## src/rtl/rx_driver_pkg.sv

```systemverilog
// rtl/rx_driver_pkg.sv - LTSSM state encoding, ordered-set symbol constants and generator modes
package rx_driver_pkg;

  typedef enum logic [3:0] {
    DETECT_QUIET             = 4'd0,
    DETECT_ACTIVE            = 4'd1,
    POLLING_ACTIVE           = 4'd2,
    POLLING_ACTIVE_START_TS1 = 4'd3,
    POLLING_CONFIG           = 4'd4,
    CONFIG_LINKWIDTH_START   = 4'd5
  } ltssm_state_e;

  typedef enum logic [1:0] {
    MODE_IDLE = 2'd0,
    MODE_TS1  = 2'd1,
    MODE_TS2  = 2'd2
  } mode_e;

  localparam logic [7:0] COM    = 8'hBC;
  localparam logic [7:0] PAD    = 8'hF7;
  localparam logic [7:0] TS1_ID = 8'h4A;
  localparam logic [7:0] TS2_ID = 8'h45;
  localparam logic [7:0] D2_0   = 8'h02;
  localparam logic [7:0] D4_0   = 8'h04;
  localparam logic [7:0] D8_0   = 8'h08;

endpackage

```

## src/rtl/rx_driver_if.sv

```systemverilog
// rtl/rx_driver_if.sv - PIPE receive symbol bus (rxdata/rxdatak/rxvalid)
interface rx_driver_if;

  logic [7:0] rxdata;
  logic       rxdatak;
  logic       rxvalid;

  modport master (output rxdata, output rxdatak, output rxvalid);
  modport slave  (input  rxdata, input  rxdatak, input  rxvalid);

endinterface

```

## src/rtl/rx_driver.sv

```systemverilog
// rtl/rx_driver.sv - per-lane TS1/TS2 ordered-set generator driven by the LTSSM state
module rx_driver
  import rx_driver_pkg::*;
(
  input  logic        clk_i,
  input  logic        reset_i,
  input  logic [3:0]  ost_i,
  input  logic        en_n_i,
  input  logic [39:0] ts1_i,
  input  logic [39:0] ts2_i,
  rx_driver_if.master rx_o
);

  mode_e       mode_q, mode_d;
  logic [3:0]  sym_idx_q, sym_idx_d;
  logic [39:0] cfg_q, cfg_d;
  logic [7:0]  rxdata_q, rxdata_d;
  logic        rxdatak_q, rxdatak_d;
  logic        rxvalid_q, rxvalid_d;
  logic [3:0]  idx;
  logic [39:0] cfg_src;

  // Undefined encodings fall through to IDLE along with every non-training state.
  always_comb begin
    mode_d = MODE_IDLE;
    if (!en_n_i) begin
      case (ost_i)
        POLLING_ACTIVE_START_TS1,
        CONFIG_LINKWIDTH_START: mode_d = MODE_TS1;
        POLLING_CONFIG:         mode_d = MODE_TS2;
        default:                mode_d = MODE_IDLE;
      endcase
    end
  end

  // A mode switch restarts the set at COM; config is sampled only as COM goes out.
  always_comb begin
    idx       = (mode_d != mode_q) ? 4'd0 : sym_idx_q;
    cfg_src   = (mode_d == MODE_TS2) ? ts2_i : ts1_i;
    sym_idx_d = 4'd0;
    cfg_d     = cfg_q;
    rxdata_d  = 8'h00;
    rxdatak_d = 1'b0;
    rxvalid_d = 1'b0;
    if (mode_d != MODE_IDLE) begin
      sym_idx_d = idx + 4'd1;
      rxvalid_d = 1'b1;
      case (idx)
        4'd0: begin
          rxdata_d  = COM;
          rxdatak_d = 1'b1;
          cfg_d     = cfg_src;
        end
        4'd1: begin
          rxdata_d  = cfg_q[7:0];
          rxdatak_d = (cfg_q[7:0] == PAD);
        end
        4'd2: begin
          rxdata_d  = cfg_q[15:8];
          rxdatak_d = (cfg_q[15:8] == PAD);
        end
        4'd3:    rxdata_d = cfg_q[23:16];
        4'd4:    rxdata_d = cfg_q[31:24];
        4'd5:    rxdata_d = cfg_q[39:32];
        default: rxdata_d = (mode_d == MODE_TS2) ? TS2_ID : TS1_ID;
      endcase
    end
  end

  always_ff @(posedge clk_i) begin
    if (reset_i) begin
      mode_q    <= MODE_IDLE;
      sym_idx_q <= 4'd0;
      cfg_q     <= 40'd0;
      rxdata_q  <= 8'h00;
      rxdatak_q <= 1'b0;
      rxvalid_q <= 1'b0;
    end else begin
      mode_q    <= mode_d;
      sym_idx_q <= sym_idx_d;
      cfg_q     <= cfg_d;
      rxdata_q  <= rxdata_d;
      rxdatak_q <= rxdatak_d;
      rxvalid_q <= rxvalid_d;
    end
  end

  assign rx_o.rxdata  = rxdata_q;
  assign rx_o.rxdatak = rxdatak_q;
  assign rx_o.rxvalid = rxvalid_q;

endmodule

```

## src/flat_wrapper.sv

```systemverilog
// flat-port wrapper written by rule: the top's interface ports become plain ports
module rx_driver_flat import rx_driver_pkg::*;
  (clk_i, reset_i, ost_i, en_n_i, ts1_i, ts2_i, rx_o_rxdata, rx_o_rxdatak, rx_o_rxvalid);
  rx_driver_if rx_o_i ();
  input  logic clk_i;
  input  logic reset_i;
  input  logic [3:0] ost_i;
  input  logic en_n_i;
  input  logic [39:0] ts1_i;
  input  logic [39:0] ts2_i;
  output wire logic [$bits(rx_o_i.rxdata)-1:0] rx_o_rxdata;
  output wire logic [$bits(rx_o_i.rxdatak)-1:0] rx_o_rxdatak;
  output wire logic [$bits(rx_o_i.rxvalid)-1:0] rx_o_rxvalid;
  assign rx_o_rxdata = rx_o_i.rxdata;
  assign rx_o_rxdatak = rx_o_i.rxdatak;
  assign rx_o_rxvalid = rx_o_i.rxvalid;
  rx_driver u_core (.clk_i(clk_i), .reset_i(reset_i), .ost_i(ost_i), .en_n_i(en_n_i), .ts1_i(ts1_i), .ts2_i(ts2_i), .rx_o(rx_o_i));
endmodule
```

## config.mk

```make
export PLATFORM = sky130hd
export DESIGN_NAME = rx_driver_flat
export DESIGN_NICKNAME = d
export VERILOG_FILES = /design/src/rtl/rx_driver_pkg.sv /design/src/rtl/rx_driver_if.sv /design/src/rtl/rx_driver.sv /design/src/flat_wrapper.sv
export SDC_FILE = /design/constraint.sdc
export NUM_CORES = 1
export LEC_CHECK = 0
export ABC_AREA = 1
export CELL_PAD_IN_SITES_DETAIL_PLACEMENT = 1
export CELL_PAD_IN_SITES_GLOBAL_PLACEMENT = 2
export CORE_MARGIN = 2
export CORE_UTILIZATION = 25
export DETAILED_ROUTE_END_ITERATION = 7
export HOLD_SLACK_MARGIN = 0.15
export PLACE_DENSITY_LB_ADDON = 0.1
export SLEW_MARGIN = 10
export SYNTH_ARGS = -nofsm -noshare
export SYNTH_HDL_FRONTEND = slang
export SYNTH_SLANG_ARGS = --single-unit
```

## constraint.sdc

```tcl
create_clock -name clk_i -period 4.9 [get_ports clk_i]
set_input_delay 0.98 -clock clk_i [delete_from_list [all_inputs] [get_ports clk_i]]
set_output_delay 0.98 -clock clk_i [all_outputs]
set_load 0.1 [all_outputs]
```

; Yosys cells after proc, flatten, opt, wreduce, memory -nomap -nowiden
; Cells that the tools add are included.
; Widths: inputs -> output; s select.
[op_classes]
add_sub_neg = 1
bitwise_logic = 1
muxes = 8
reduce_logical = 5
n_eq_ne = 12
[op_table]
columns = cell, n
row1 = $pmux 8 s6, 1
row2 = $mux 40, 1
row3 = $eq 4x3->1 const B, 4
row4 = $eq 8x8->1 const B, 2
row5 = $eq 4x2->1 const B, 3
row6 = $mux 4, 2
row7 = $add 4x1->4 const B, 1
row8 = $eq 4x1->1 const B, 1
row9 = $logic_not 4->1, 1
row10 = $pmux 2 s2, 1
row11 = $reduce_or 2->1, 2
row12 = $pmux 1 s3, 1
row13 = $eq 2x2->1 const B, 1
row14 = $mux 2, 1
row15 = $ne 2x2->1, 1
row16 = $reduce_and 2->1, 1
row17 = $reduce_bool 2->1, 1
row18 = $mux 1, 1
row19 = $not 1->1, 1
[word_totals]
elab_cells = 33
out_inout_bits = 10
inputBits = 87
ff_bits = 56

; Longest topological paths before layout
[depth]
word_depth = 8
mapped_depth = 18
depth_no_buf = 18

; Worst setup path after synthesis
; OpenSTA, ideal clock, no wires.
[synth_path]
path_kind = in2reg
start = input port ost_i[3]
end = register u_core.rxdata_q[2], in the netlist u_core.rx_o.rxdata[2]
path_buffers = 0
t_arrival_ps = 2672
setup_time_ps = 109
path_slack_ps = 2119
path_stages = 14
t_required_ps = 4791
path_cell_list = nor2_1 -> nand3_2 -> nand2_1 -> nand2_1 -> and2_4 -> nand2_1 -> inv_1 -> ha_1 -> o21ai_0 -> nand4_2 -> nand2_2 -> o21ai_0 -> nand2_1 -> inv_1
[synth_via]
elab_chain_cells = 8
word_cells_on_any_way = 20
classes_between = 10 x eq/ne / 5 x mux / 1 x bitwise / 4 x reduce/logical
[synth_rtl]
columns = element, line_no
row1 = start: declaration, flat_wrapper.sv:7  ; input logic [3:0] ost_i;
row2 = $eq 4x2->1 or $eq 4x3->1 (tied branches), rx_driver.sv:27  ; case (ost_i)
row3 = $reduce_or 2->1, rx_driver.sv:27
row4 = $pmux 2 s2 (*), rx_driver.sv:27
row5 = $mux 2 (*), rx_driver.sv:26  ; if (!en_n_i) begin
row6 = $ne 2x2->1, rx_driver.sv:38  ; idx = (mode_d != mode_q) ? 4'd0 : sym_idx_q;
row7 = $mux 4, rx_driver.sv:38
row8 = "$eq 4x3->1, or another cell as far along", rx_driver.sv:48  ; case (idx)
row9 = $pmux 8 s6, rx_driver.sv:48
row10 = end signal: assignment, rx_driver.sv:82  ; rxdata_q <= rxdata_d;
row11 = end: declaration, rx_driver.sv:17  ; logic [7:0] rxdata_q, rxdata_d;
; Mark *: on every way between the ends. The rest lies on a longest branch, timed or not.
; A chain may end at the register's enable or synchronous reset.

; Final worst setup path
[layout_path]
start = input port ost_i[2]
end = register u_core.cfg_q[23]
[layout_via]
elab_chain_cells = 8
word_cells_on_any_way = 13
classes_between = 5 x eq/ne / 4 x mux / 4 x reduce/logical
[layout_rtl]
columns = element, line_no
row1 = $eq 4x2->1 or $eq 4x3->1 (tied branches), rx_driver.sv:27
row2 = $reduce_or 2->1, rx_driver.sv:27
row3 = $pmux 2 s2 (*), rx_driver.sv:27
row4 = $mux 2 (*), rx_driver.sv:26
row5 = $ne 2x2->1, rx_driver.sv:38
row6 = $mux 4, rx_driver.sv:38
row7 = $logic_not 4->1, rx_driver.sv:48
row8 = $reduce_and 2->1 (no source line), -
row9 = end signal: assignment, rx_driver.sv:81  ; cfg_q <= cfg_d;
row10 = end: declaration, rx_driver.sv:16  ; logic [39:0] cfg_q, cfg_d;
; Marks and branches as above.

==> impl_metrics.toml <==
[drt]
ant_nets = 0
drt-initial-drc-count = 103
vias = 3051
detail_route.first_pass.iterations = 4
via_per_inst = 4.67
wl_per_cell_um = 14.4
drc = 0
wl_um = 9400

[setup_path]
crit_top_cell = "nand2_1"
start_kind = "primary input"
arrival_ns = 3.60
cpMaxStageDelayCell = "clkdlybuf4s50_1"
path_cells = "clkdlybuf4s50_1 > inv_1 > nor2_2 > nand3_2 > nand2_1 > nand2_1 > and2_4 > nand2_1 > ha_1 > nand2_4 > a21oi_4 > buf_4 > o21ai_1 > a31oi_1"
worstSetupEndpointType = "register"
path_max_fanout = 58
critPathRequiredTime_ns = 5.12
rrSetupSlack_ns = 2.58
path_class = "primary input to register"
max_stage_delay_ns = 0.48

[synth]
synth-seq-area-share_pct = 39.2
synth_enable_flop_cells = 0
synthTopCellsByArea = "dfxtp_1 (39%), nand2_1 (18%), a31oi_1 (8.8%), inv_1 (6.2%), o21ai_1 (5.4%)"
ys_seq_elements = 56
postSynthAreaPerCell_um2 = 6.74
yosysUniqueCellTypes = 27
yosysTopAreaCellShare_pct = 39.2
yosysTopAreaCell = "dfxtp_1"
synth_nets = 515
async_reset_ff_share_pct = 0
syn-cell-area_mm2 = 0.00286
synth_flop_cell = "dfxtp_1"
synthCells = 424
ys_warn_count = 0

[clocking]
path_clk_slew_ns = 0.07
cts_buffer_depth = 2
cts_tree = "done"
hold_buffers = 0
cts-root-buf = "clkbuf_16"
cts_resized = 0
clk_latency_ns = 0.29
cts.sinks = 56
htree_levels = 2
cts_buffers = 5
post-cts-setup-buffers = 0

[timing]
maxSlewHeadroom_pct = 34.3
maxSlewViolCount = 0
fmax_mhz = 296
worstMarginPinSlew_ns = 0.983
fin_crit_sh_pct = 69.0
hold_viol_final = 0
tns_ns = 0
fin_crit_ns = 3.38
finalSetupViolCount = 0
rsz0062_at_grt = "no"
worst_clock_skew_ns = 0.00544

[final_layout]
final_cells = 653
stdcell_area_mm2 = 0.00409
fin_nets = 601
multi_input_area_mm2 = 0.00146
drive_gt1_share_pct = 4.90
fill_cells = 1435
area_growth_pct = 43.0
diodes = 0
ff_latch_area_mm2 = 0.00112

[pwr]
power.clock.fraction_pct = 37.1
vdd_drop_max_mv = 0.142
switching_share_pct = 23.9
p_int_w = 0.000775
combinationalPowerShare_pct = 15.1
finalPower_w = 0.00102
power_density_mw_per_mm2 = 249
leakagePower_nw = 1.62
p_sw_w = 0.000243
p_seq_share_pct = 47.7

[run]
max-cap-violations = 0

[floorplanning]
dieArea_mm2 = 0.0123
rows = 39
dieHeight_um = 111
core_area_mm2 = 0.0113
die_x_um = 111
start_util_pct = 25.4
num_io_pins = 97

[placement]
dpl-instance-area_mm2 = 0.00393
dp_hpwl_um = 7130
numPortBuffers = 96
gp_congestion = 0.808
dpl.cell_count = 646

[grt]
grt_max_degree = 59
antenna_found_initial = 0
use_met3_pct = 2.52
first_global_vias = 3283
grt_util_met2_pct = 28.4
grt-ovfl-total = 0
grt_pass1_wl_um = 16200
met1_usage_pct = 20.3
top_usage_layer = "met2"
globalRouteTotalUtil_pct = 16.0

[outcome]
outcome = "complete, no violations"

[worst_hold_path]
hp-class = "register to register"
## registers in the layout, summed over array words and instances (netlist names)
name	cells
u_core.cfg_q	40
u_core.rx_o.rxdata	8
u_core.sym_idx_q	4
u_core.mode_q	2
u_core.rx_o.rxdatak	1
u_core.rx_o.rxvalid	1
## critical path: cells and delay by family
family                   cells  cell delay (ns)
AO/OA/AOI/OAI                3             0.44
buffers and inverters        3             1.01
adder cells (fa/ha/maj)      1             0.27
AND/OR/NAND/NOR              7             0.84
## layout by cell type (no fill, tap or decap), types with 3 or more instances in the layout
cell             synthesis  final
nor2_2                   3      3
nand2_1                135    135
a31oi_1                 40     40
clkbuf_16                0      5
nand3_1                 11     11
o21ai_0                 27     27
clkdlybuf4s50_1          0     96
inv_1                   47     47
buf_4                    3      5
o22ai_1                  5      5
o21ai_1                 31     31
dfxtp_1                 56     56
a21oi_1                  6      6
ha_1                     4      4
nor3_1                   3      3
nor2_1                  21     21
## per-layer routing
metal / share of wire, % / up-vias
li1: - / 1562
met1: 47 / 1431
met2: 49 / 51
met3: 3.1 / 7
met4: 0.89 / 0
met5: 0 / -
## power groups by stage
stage | combinational, W | clock [W] | sequential, W
finish | 0.000154 | 0.000378 | 0.000486
global route | 0.000172 | 0.000406 | 0.000489
CTS | 0.000157 | 0.000390 | 0.000486
detailed placement | 0.000157 | 0 | 0.000497
global placement | 0.000156 | 0 | 0.000497
floorplan | 0.0000579 | 0 | 0.000503
## cell usage after synthesis, types with 2 or more instances
library cell,instances
nand2_1,135
dfxtp_1,56
inv_1,47
a31oi_1,40
o21ai_1,31
o21ai_0,27
nor2_1,21
clkbuf_1,12
nand3_1,11
a21oi_1,6
buf_2,6
o22ai_1,5
ha_1,4
buf_4,3
nor2_2,3
nor3_1,3
nand2_2,2
nand2_4,2
nand4_1,2
## cell type report
type / count / share of cell area, %
clock buffer: 7 / 3.74
inverter: 47 / 4.32
multi-input combinational: 299 / 35.7
sequential: 56 / 27.4
tap: 143 / 4.38
timing repair buffer: 101 / 24.4
## path summary, 6_finish.rpt
check                                  from                             end  cells after the start
min          u_core.sym_idx_q[1]$_SDFF_PP0_  u_core.sym_idx_q[3]$_SDFF_PP0_                      2
max                                ost_i[2]   u_core.cfg_q[23]$_SDFFE_PP0P_                     14
min reg2reg  u_core.sym_idx_q[1]$_SDFF_PP0_  u_core.sym_idx_q[3]$_SDFF_PP0_                      2
max reg2reg     u_core.mode_q[1]$_SDFF_PP0_   u_core.cfg_q[23]$_SDFFE_PP0P_                     11
## kinds of logic after synthesis
family	after synthesis	share of synthesized area (%)
compound gates	112	22.7
buf+inv	69	9.72
simple gates	183	26.6
fa+ha+maj	4	1.75
flops	56	39.2
## metrics by stage
step	util [%]	hold slack, ns	setup WS [ns]
finish	36.3	0.516	1.52
global route	36.3	0.543	1.20
CTS	36.3	0.516	1.51
detailed placement	34.9	0.506	1.20
global placement	34.9	0.493	1.29
floorplan	-	0.474	2.12
Power figures use the tool's default switching activity.
